<file path="config.mk">
export PLATFORM = sky130hd
export DESIGN_NAME = harris_linebuffer_3x3
export DESIGN_NICKNAME = d
export VERILOG_FILES = /design/src/rtl/harris_pkg.sv /design/src/rtl/harris_linebuf_row.sv /design/src/rtl/harris_linebuffer_3x3.sv
export SDC_FILE = /design/constraint.sdc
export NUM_CORES = 2
export LEC_CHECK = 0
export CORE_UTILIZATION = 55
export DETAILED_ROUTE_END_ITERATION = 8
export HOLD_SLACK_MARGIN = 0.15
export PLACE_DENSITY = 0.72
export SLEW_MARGIN = 40
export SYNTH_ARGS = -nofsm -noshare
export SYNTH_HDL_FRONTEND = slang
export SYNTH_HIERARCHICAL = 1
export SYNTH_SLANG_ARGS = --single-unit
</file>
<file path="constraint.sdc">
create_clock -name clk -period 5.8 [get_ports clk]
set_input_delay 0.87 -clock clk [delete_from_list [all_inputs] [get_ports clk]]
set_output_delay 0.87 -clock clk [all_outputs]
set_load 0.02 [all_outputs]
</file>
<file path="src/rtl/harris_pkg.sv">
// rtl/harris_pkg.sv - shared sizes, pixel type and index constants for the 3x3 line buffer
package harris_pkg;
    localparam int WIDTH = 16;
    localparam int IMG_W = 64;
    localparam int IMG_H = 64;

    typedef logic [WIDTH-1:0] pix_t;

    // Controller loop-index slots on in_d
    localparam int D_ROOT = 0;
    localparam int D_Y    = 1;
    localparam int D_X    = 2;

    // Slots on out_d
    localparam int OUT_Y  = 0;
    localparam int OUT_X  = 1;

    // Window index r*3+c; column 2 is where each new column word lands
    localparam int WIN_R0C2 = 2;
    localparam int WIN_R1C2 = 5;
    localparam int WIN_R2C2 = 8;
endpackage

</file>
<file path="src/rtl/harris_linebuf_row.sv">
// rtl/harris_linebuf_row.sv - one image-row memory, synchronous write, combinational read
module harris_linebuf_row #(
    parameter int WIDTH = 16,
    parameter int DEPTH = 64,
    parameter int AW    = 6
) (
    input  logic             clk,
    input  logic             i_we,
    input  logic [AW-1:0]    i_addr,
    input  logic [WIDTH-1:0] i_wdata,
    output logic [WIDTH-1:0] o_rdata
);
    // No reset: stale contents are never exposed because windows are gated on y>=2, x>=2
    logic [WIDTH-1:0] r_mem [DEPTH];

    always_ff @(posedge clk) begin
        if (i_we) r_mem[i_addr] <= i_wdata;
    end

    assign o_rdata = r_mem[i_addr];
endmodule

</file>
<file path="src/rtl/harris_linebuffer_3x3.sv">
// rtl/harris_linebuffer_3x3.sv - two-line buffer producing a sliding 3x3 pixel window
module harris_linebuffer_3x3 #(
    parameter int WIDTH = harris_pkg::WIDTH,
    parameter int IMG_W = harris_pkg::IMG_W,
    parameter int IMG_H = harris_pkg::IMG_H
) (
    input  logic                   clk,
    input  logic                   rst_n,
    input  logic                   flush,
    input  logic                   in_valid,
    input  logic [2:0][15:0]       in_d,
    input  logic [WIDTH-1:0]       in_data,
    output logic                   out_valid,
    output logic [8:0][WIDTH-1:0]  out_win,
    output logic [1:0][15:0]       out_d,
    output logic                   err
);
    import harris_pkg::*;

    localparam int AW = $clog2(IMG_W);

    logic                  w_in_range;
    logic                  w_accept;
    logic [AW-1:0]         w_addr;
    logic [WIDTH-1:0]      w_line0_q;
    logic [WIDTH-1:0]      w_line1_q;

    logic                  r_valid;
    logic [8:0][WIDTH-1:0] r_win;
    logic [1:0][15:0]      r_d;
    logic                  r_err;

    assign w_in_range = (in_d[D_X] < 16'(IMG_W)) && (in_d[D_Y] < 16'(IMG_H));
    assign w_accept   = in_valid && !flush && (in_d[D_ROOT] == 16'd0) && w_in_range;
    assign w_addr     = in_d[D_X][AW-1:0];

    // line0 holds row y-1, line1 holds row y-2; both update on the same accepted beat
    harris_linebuf_row #(.WIDTH(WIDTH), .DEPTH(IMG_W), .AW(AW)) u_row0 (
        .clk     (clk),
        .i_we    (w_accept),
        .i_addr  (w_addr),
        .i_wdata (in_data),
        .o_rdata (w_line0_q)
    );

    harris_linebuf_row #(.WIDTH(WIDTH), .DEPTH(IMG_W), .AW(AW)) u_row1 (
        .clk     (clk),
        .i_we    (w_accept),
        .i_addr  (w_addr),
        .i_wdata (w_line0_q),
        .o_rdata (w_line1_q)
    );

    always_ff @(posedge clk or negedge rst_n) begin
        if (!rst_n) begin
            r_valid <= 1'b0;
            r_win   <= '0;
            r_d     <= '0;
            r_err   <= 1'b0;
        end else begin
            if (in_valid && !w_in_range) r_err <= 1'b1;
            if (flush) begin
                r_valid <= 1'b0;
                r_win   <= '0;
            end else begin
                r_valid <= w_accept && (in_d[D_Y] >= 16'd2) && (in_d[D_X] >= 16'd2);
                if (w_accept) begin
                    for (int r = 0; r < 3; r++) begin
                        r_win[r*3]   <= r_win[r*3+1];
                        r_win[r*3+1] <= r_win[r*3+2];
                    end
                    r_win[WIN_R0C2] <= w_line1_q;
                    r_win[WIN_R1C2] <= w_line0_q;
                    r_win[WIN_R2C2] <= in_data;
                    r_d[OUT_Y]      <= in_d[D_Y] - 16'd2;
                    r_d[OUT_X]      <= in_d[D_X] - 16'd2;
                end
            end
        end
    end

    assign out_valid = r_valid;
    assign out_win   = r_win;
    assign out_d     = r_d;
    assign err       = r_err;
endmodule

</file>
# ---- After elaboration in Yosys (flattened, before gate mapping)
# Memories as Yosys holds them, arrays and structs flattened.
# Cells that the tools add are included.
dict set report totals {
  input_bits 68
  out_inout_bits 178
  mem_bits_rw 2048
  regBits 178
  memories 2
  elab_cells 39
}
dict set report op_classes {
  reduce_logical 12
  add_sub_neg 2
  order_cmp 4
  muxes 5
  bitwise 1
}
# name depth word_bits rd rd_ports_with_merged_regs wr line
set mem_list {}
lappend mem_list {u_row0.r_mem 64 16 1 0 1 harris_linebuf_row.sv:14} ;# logic [WIDTH-1:0] r_mem [DEPTH];
lappend mem_list {u_row1.r_mem 64 16 1 0 1 harris_linebuf_row.sv:14}
# cell n
set op_table {}
lappend op_table {{two-way mux 144 bit} 2}
lappend op_table {{>= comparator 16 x 2 -> 1 bit (second input constant)} 2}
lappend op_table {{< comparator 16 x 7 -> 1 bit (second input constant)} 2}
lappend op_table {{subtractor 16 x 2 -> 16 bit (second input constant)} 2}
lappend op_table {{logical NOT 16 bit} 1}
lappend op_table {{logical AND 1 bit} 7}
lappend op_table {{two-way mux 1 bit} 3}
lappend op_table {{logical NOT 1 bit} 2}
lappend op_table {{AND reduction 2 bit} 1}
lappend op_table {{nonzero test 2 bit} 1}
lappend op_table {{NOT 1 bit} 1}

# ---- Depth between registers and ports, before layout
dict set report depth {
  depth_word 7
  depth_mapped 12
  mapped_depth_nobuf 7
}

# ---- Cells and area by module
# The synthesis kept the hierarchy.
# module cells_per_inst seq_area_each_um2 instances area_each_um2
set modules_own_cells {}
lappend modules_own_cells {harris_linebuf_row 2248 30749.5 2 39160.1}
lappend modules_own_cells {harris_linebuffer_3x3 616 4454.3 1 8257.9}

# ---- Least setup slack after synthesis
# OpenSTA, ideal clock, no wires.
dict set report synth_path {
  path_kind {in2reg}
  start {input in_d[33] in the netlist's numbering}
  end {register r_win (netlist bit out_win[85])}
  path_stages 11
  setup_ns 0.134
  required_time_ns 5.666
  path_buffers 4
  setup_slack_ns 1.615
  arrival_ns 4.051
  cell_sequence {buf_4 buf_4 buf_2 buf_2 mux2i_1 nor2_1 a211oi_1 o21ai_0 a22oi_1 nand4_1 mux2_2}
}
dict set report synth_between {
  word_cells_on_any_way 7
  classes_between {1 x order compare; 2 x mux; 3 x reduce/logical; 1 x memory}
}
# item line
set synth_rtl {}
lappend synth_rtl {{start: declaration} harris_linebuffer_3x3.sv:11} ;# input logic [2:0][15:0] in_d,
lappend synth_rtl {{memory (64 x 16 bit)} n/a}
lappend synth_rtl {{via w_line0_q[5]} harris_linebuffer_3x3.sv:25} ;# logic [WIDTH-1:0] w_line0_q;
lappend synth_rtl {{two-way mux 144 bit} harris_linebuffer_3x3.sv:67} ;# if (w_accept) begin
lappend synth_rtl {{two-way mux 144 bit} harris_linebuffer_3x3.sv:62} ;# if (flush) begin
lappend synth_rtl {{end signal: indexed assignment} harris_linebuffer_3x3.sv:69} ;# r_win[r*3] <= r_win[r*3+1];
lappend synth_rtl {{end signal: indexed assignment} harris_linebuffer_3x3.sv:70} ;# r_win[r*3+1] <= r_win[r*3+2];
lappend synth_rtl {{end signal: indexed assignment} harris_linebuffer_3x3.sv:72} ;# r_win[WIN_R0C2] <= w_line1_q;
lappend synth_rtl {{end: declaration} harris_linebuffer_3x3.sv:29} ;# logic [8:0][WIDTH-1:0] r_win;
# The timed path passes the listed nets, and every way through them passes these cells. The select of a mux whose other input is x is not followed.
# A chain may end at the register's enable or synchronous reset.

# ---- Worst setup path after layout
dict set report layout_path {
  start {input in_d[38] in the netlist's numbering}
  end {memory u_row1.r_mem[8][8] (enable)}
}
dict set report layout_between {
  elab_chain_len 5
}
# item line
set layout_rtl {}
lappend layout_rtl {{< comparator 16 x 7 -> 1 bit} harris_linebuffer_3x3.sv:33} ;# assign w_in_range = (in_d[D_X] < 16'(IMG_W)) && (in_d[D_Y] < 16'(IMG_H));
lappend layout_rtl {{logical AND 1 bit} harris_linebuffer_3x3.sv:33}
lappend layout_rtl {{logical AND 1 bit} harris_linebuffer_3x3.sv:34} ;# assign w_accept = in_valid && !flush && (in_d[D_ROOT] == 16'd0) && w_in_range;
lappend layout_rtl {{via w_accept} harris_linebuffer_3x3.sv:23} ;# logic w_accept;
lappend layout_rtl {{two-way mux 1 bit} harris_linebuf_row.sv:17} ;# if (i_we) r_mem[i_addr] <= i_wdata;
lappend layout_rtl {{two-way mux 1 bit (implied by the code)} harris_linebuf_row.sv:17}
lappend layout_rtl {{end: declaration} harris_linebuf_row.sv:14}
# The timed path passes the listed nets, and every way through them passes these cells.

==> key figures <==
Run status
  • Status: completed

Timing
  • Final count of hold timing violations: 0
  • Final setup skew: 0.05944 ns
  • Final setup TNS: 0 ns
  • Final setup violation count: 0
  • Worst rel slew slack: 37.11%
  • F_max: 233.3 MHz
  • Tcrit/Tclk final: 73.89%
  • RSZ-0062 raised after global routing: no
  • Worst-Margin Slew: 0.9433 ns
  • Final Max Slew Viols: 0
  • Fin crit period: 4.285 ns

Worst setup path
  • Startpoint Class: primary input
  • Worst R2R End: u_row1/r_mem[31][6]
  • Reg2Reg Setup Slack: 2.43 ns
  • R2R Path Start: u_row0/r_mem[43][6]
  • Largest fanout on the critical path: 16
  • R2R cell count: 6
  • Critical path endpoint category: flip-flop
  • Slowest cell on crit path: or4b_2
  • Slowest stage delay, CP: 0.75 ns
  • Critical-path cell list: clkdlybuf4s50_1 -> nor3_1 -> nand4_1 -> or4b_2 -> inv_1 -> nor2b_1 -> nand2_1 -> nor2_1 -> buf_4
  • Data arrival, critical path: 4.82 ns
  • Worst path required time: 6.34 ns
  • Crit Path Category: primary input to flip-flop

Pwr
  • Sw Pwr: 7.691 mW
  • Combinational share of power: 6.5%
  • Final Power: 33.56 mW
  • Pint: 25.87 mW
  • Peak supply drop: 0.0003494 V
  • Sw Share: 22.92%
  • Clock power share: 40.6%
  • PwrDens: 336.2 mW/mm²
  • Seq pwr share: 52.9%
  • P_leak: 34.22 nW

Drt
  • WL/cell: 31.57 µm
  • Vias/cell: 6.722
  • DRC: 0
  • Vias post-DR: 52370
  • ANT nets after route: 0
  • Drt total wl: 246000 µm
  • 1st-iter DRT viols: 8651
  • Pre-antenna DRT Iters: 7

Worst hold path
  • Hold Path Stages: 1
  • Worst min-delay path class: flip-flop to flip-flop
  • Hold Path Origin: err
  • Hold endpoint: err

Placed design
  • Count of buffers from port buffering: 245
  • Final Wtd Congestion: 0.9635
  • DPL Wire Length: 147900 µm
  • Inst Count DP: 7382
  • DP Area: 0.09276 mm²

Floorplan
  • Chip width: 398.8 µm
  • Core area: 0.1562 mm²
  • Initial Util: 55.43%
  • Die Height: 398.8 µm
  • Num rows: 145
  • I/O Pins: 246
  • Die ar.: 0.1590 mm²

CTS
  • Cts bufs inserted: 214
  • Clock Latency Late Sink: 0.89 ns
  • Clk slew on worst S/H paths: 0.06 ns
  • Root Driver: clkbuf_16
  • Clock sink total: 2226
  • Clock Tree Buf Depth: 3
  • H-tree levels: 4
  • CTS tree: yes

Logic synthesis
  • Count leader, synth: edfxtp_1
  • Ys flop type: edfxtp_1
  • Synth async-reset ratio: 7.996%
  • Syn_nets: 5184
  • Commonest cells in the netlist: 2048 x edfxtp_1, 392 x a22oi_1, 330 x mux2i_1
  • Post-synth EDFFs: 2048
  • Syn Std Cell Area: 0.08658 mm²
  • Synth top area share: 71.03%
  • Yosys top cell by area: edfxtp_1
  • Register area share after synthesis: 76.18%
  • Warnings from Yosys: 6
  • Dominant cells by area after synthesis: edfxtp_1 71%, dfrtp_1 5.1%, mux2i_1 3.8%, a22oi_1 3.4%, a221oi_1 2.1%
  • Avg Synthesized Cell Area: 16.94 µm²
  • Cells after synthesis: 5112
  • Synthesized flop and latch total: 2226
  • Count of cell types in the netlist: 64

Layout
  • Nets@finish: 5616
  • Util after Layout: 63.89%
  • Area Growth Syn to Fin: 15.28%
  • Final instance area: 0.09980 mm²
  • Finished Layout Cells: 7791
  • Share of layout cells above drive strength 1: 15.94%

Global routing
  • Vias in the first global route: 49400
  • Total track usage: 30.45%
  • GRT overflow: 0
  • Largest net degree at the start of global routing: 106
  • Initial antenna violation count: 10
  • First-pass GRT wire length: 347900 µm

Job
  • Max-cap viol count: 0
-- worst max-delay path by stage --
stage                  start                    to  slack [ns]  cells past startpoint
floorplan           in_d[33]           out_win[85]        1.62                     11
global placement    in_d[38]  u_row1/r_mem[48][12]        0.85                      9
detailed placement  in_d[38]   u_row1/r_mem[24][3]        0.83                      9
CTS                 in_d[38]   u_row1/r_mem[24][7]        1.72                      9
global route        in_d[38]   u_row1/r_mem[16][7]        1.59                      9
finish              in_d[38]    u_row1/r_mem[8][8]        1.51                      9
-- metal layers --
| layer | track usage, % | wire (µm) | vias up |
|---|---|---|---|
| met3 | 9.045 | 34260 | 513 |
| met1 | 43.99 | 94010 | 26380 |
| li1 | - | - | 21520 |
| met2 | 44.56 | 109100 | 3945 |
| met5 | 0 | 241 | - |
| met4 | 9.715 | 8310 | 16 |
-- placed cells by master (no fill, tap or decap), types with 151 or more instances in the layout --
| master | count |
|---|---|
| a221oi_1 | 212 |
| a22oi_1 | 392 |
| buf_4 | 280 |
| clkbuf_16 | 215 |
| clkdlybuf4s50_1 | 221 |
| dfrtp_1 | 178 |
| edfxtp_1 | 2048 |
| mux2i_1 | 330 |
| nor2_1 | 317 |
| nor2b_1 | 151 |
-- sequential cells by signal (all words and copies together), names as in the netlist --
signal and cells:
err 1, out_d 32, out_valid 1, out_win 144
u_row0/r_mem 1024, u_row1/r_mem 1024
-- stage by stage --
| step | worst slack, ns | hold WS (ns) |
|---|---|---|
| 3_3_place_gp | 0.8455 | 0.4975 |
| 4_1_cts | 1.717 | 0.4956 |
| 3_5_place_dp | 0.8261 | 0.4807 |
| 5_1_grt | 1.592 | 0.5012 |
| 2_1_floorplan | 1.615 | 0.5744 |
| 6_report | 1.515 | 0.4904 |
-- power by group through the flow --
stage / clock network (mW) / logic, mW / registers, mW
after global routing: 14.3 / 2.24 / 17.8
after global placement: 0 / 2.05 / 18.1
after floorplan: 0 / 0.959 / 18.1
after CTS: 13.7 / 2.11 / 17.8
after detailed placement: 0 / 2.10 / 18.1
final: 13.6 / 2.18 / 17.8
-- cells by family (layout without fill, tap and decap cells) --
family                   Yosys count  after routing  synth area share (%)
flip-flops                      2226           2226                 76.18
AO/OA/AOI/OAI                   1238           1238                 10.55
AND/OR/NAND/NOR                  711            711                 3.973
multiplexers                     532            532                 6.893
buffers and inverters            392           1009                 2.259
XOR/XNOR                           9              9               0.09105
adder cells (fa/ha/maj)            4              4               0.05781
other                              0              4                     0
-- critical path: cells and delay by family --
kind / cells / cell delay [ns]
buffers and inverters: 3 / 1.30
and+or+nand+nor: 6 / 2.64
-- area by class of cell --
class                   count  area (µm²)
inverters                  32       120.1
repair buffers            576        5356
flip-flops and latches   2226       65950
multi-input cells        2494       18900
well taps                2058        2575
diodes                      4       10.01
fillers                 10610       56400
clock buffers             267        5564
clock inverters           134        1330
-- what timing repair did --
action | in CTS | in global routing
hold endpoints to repair | 100 | 0
gates resized for setup | 0 | 0
hold buffers | 1 | 0
endpoints found under the setup margin | 0 | 0
setup buffers | 0 | 0
Power figures use the tool's default switching activity.
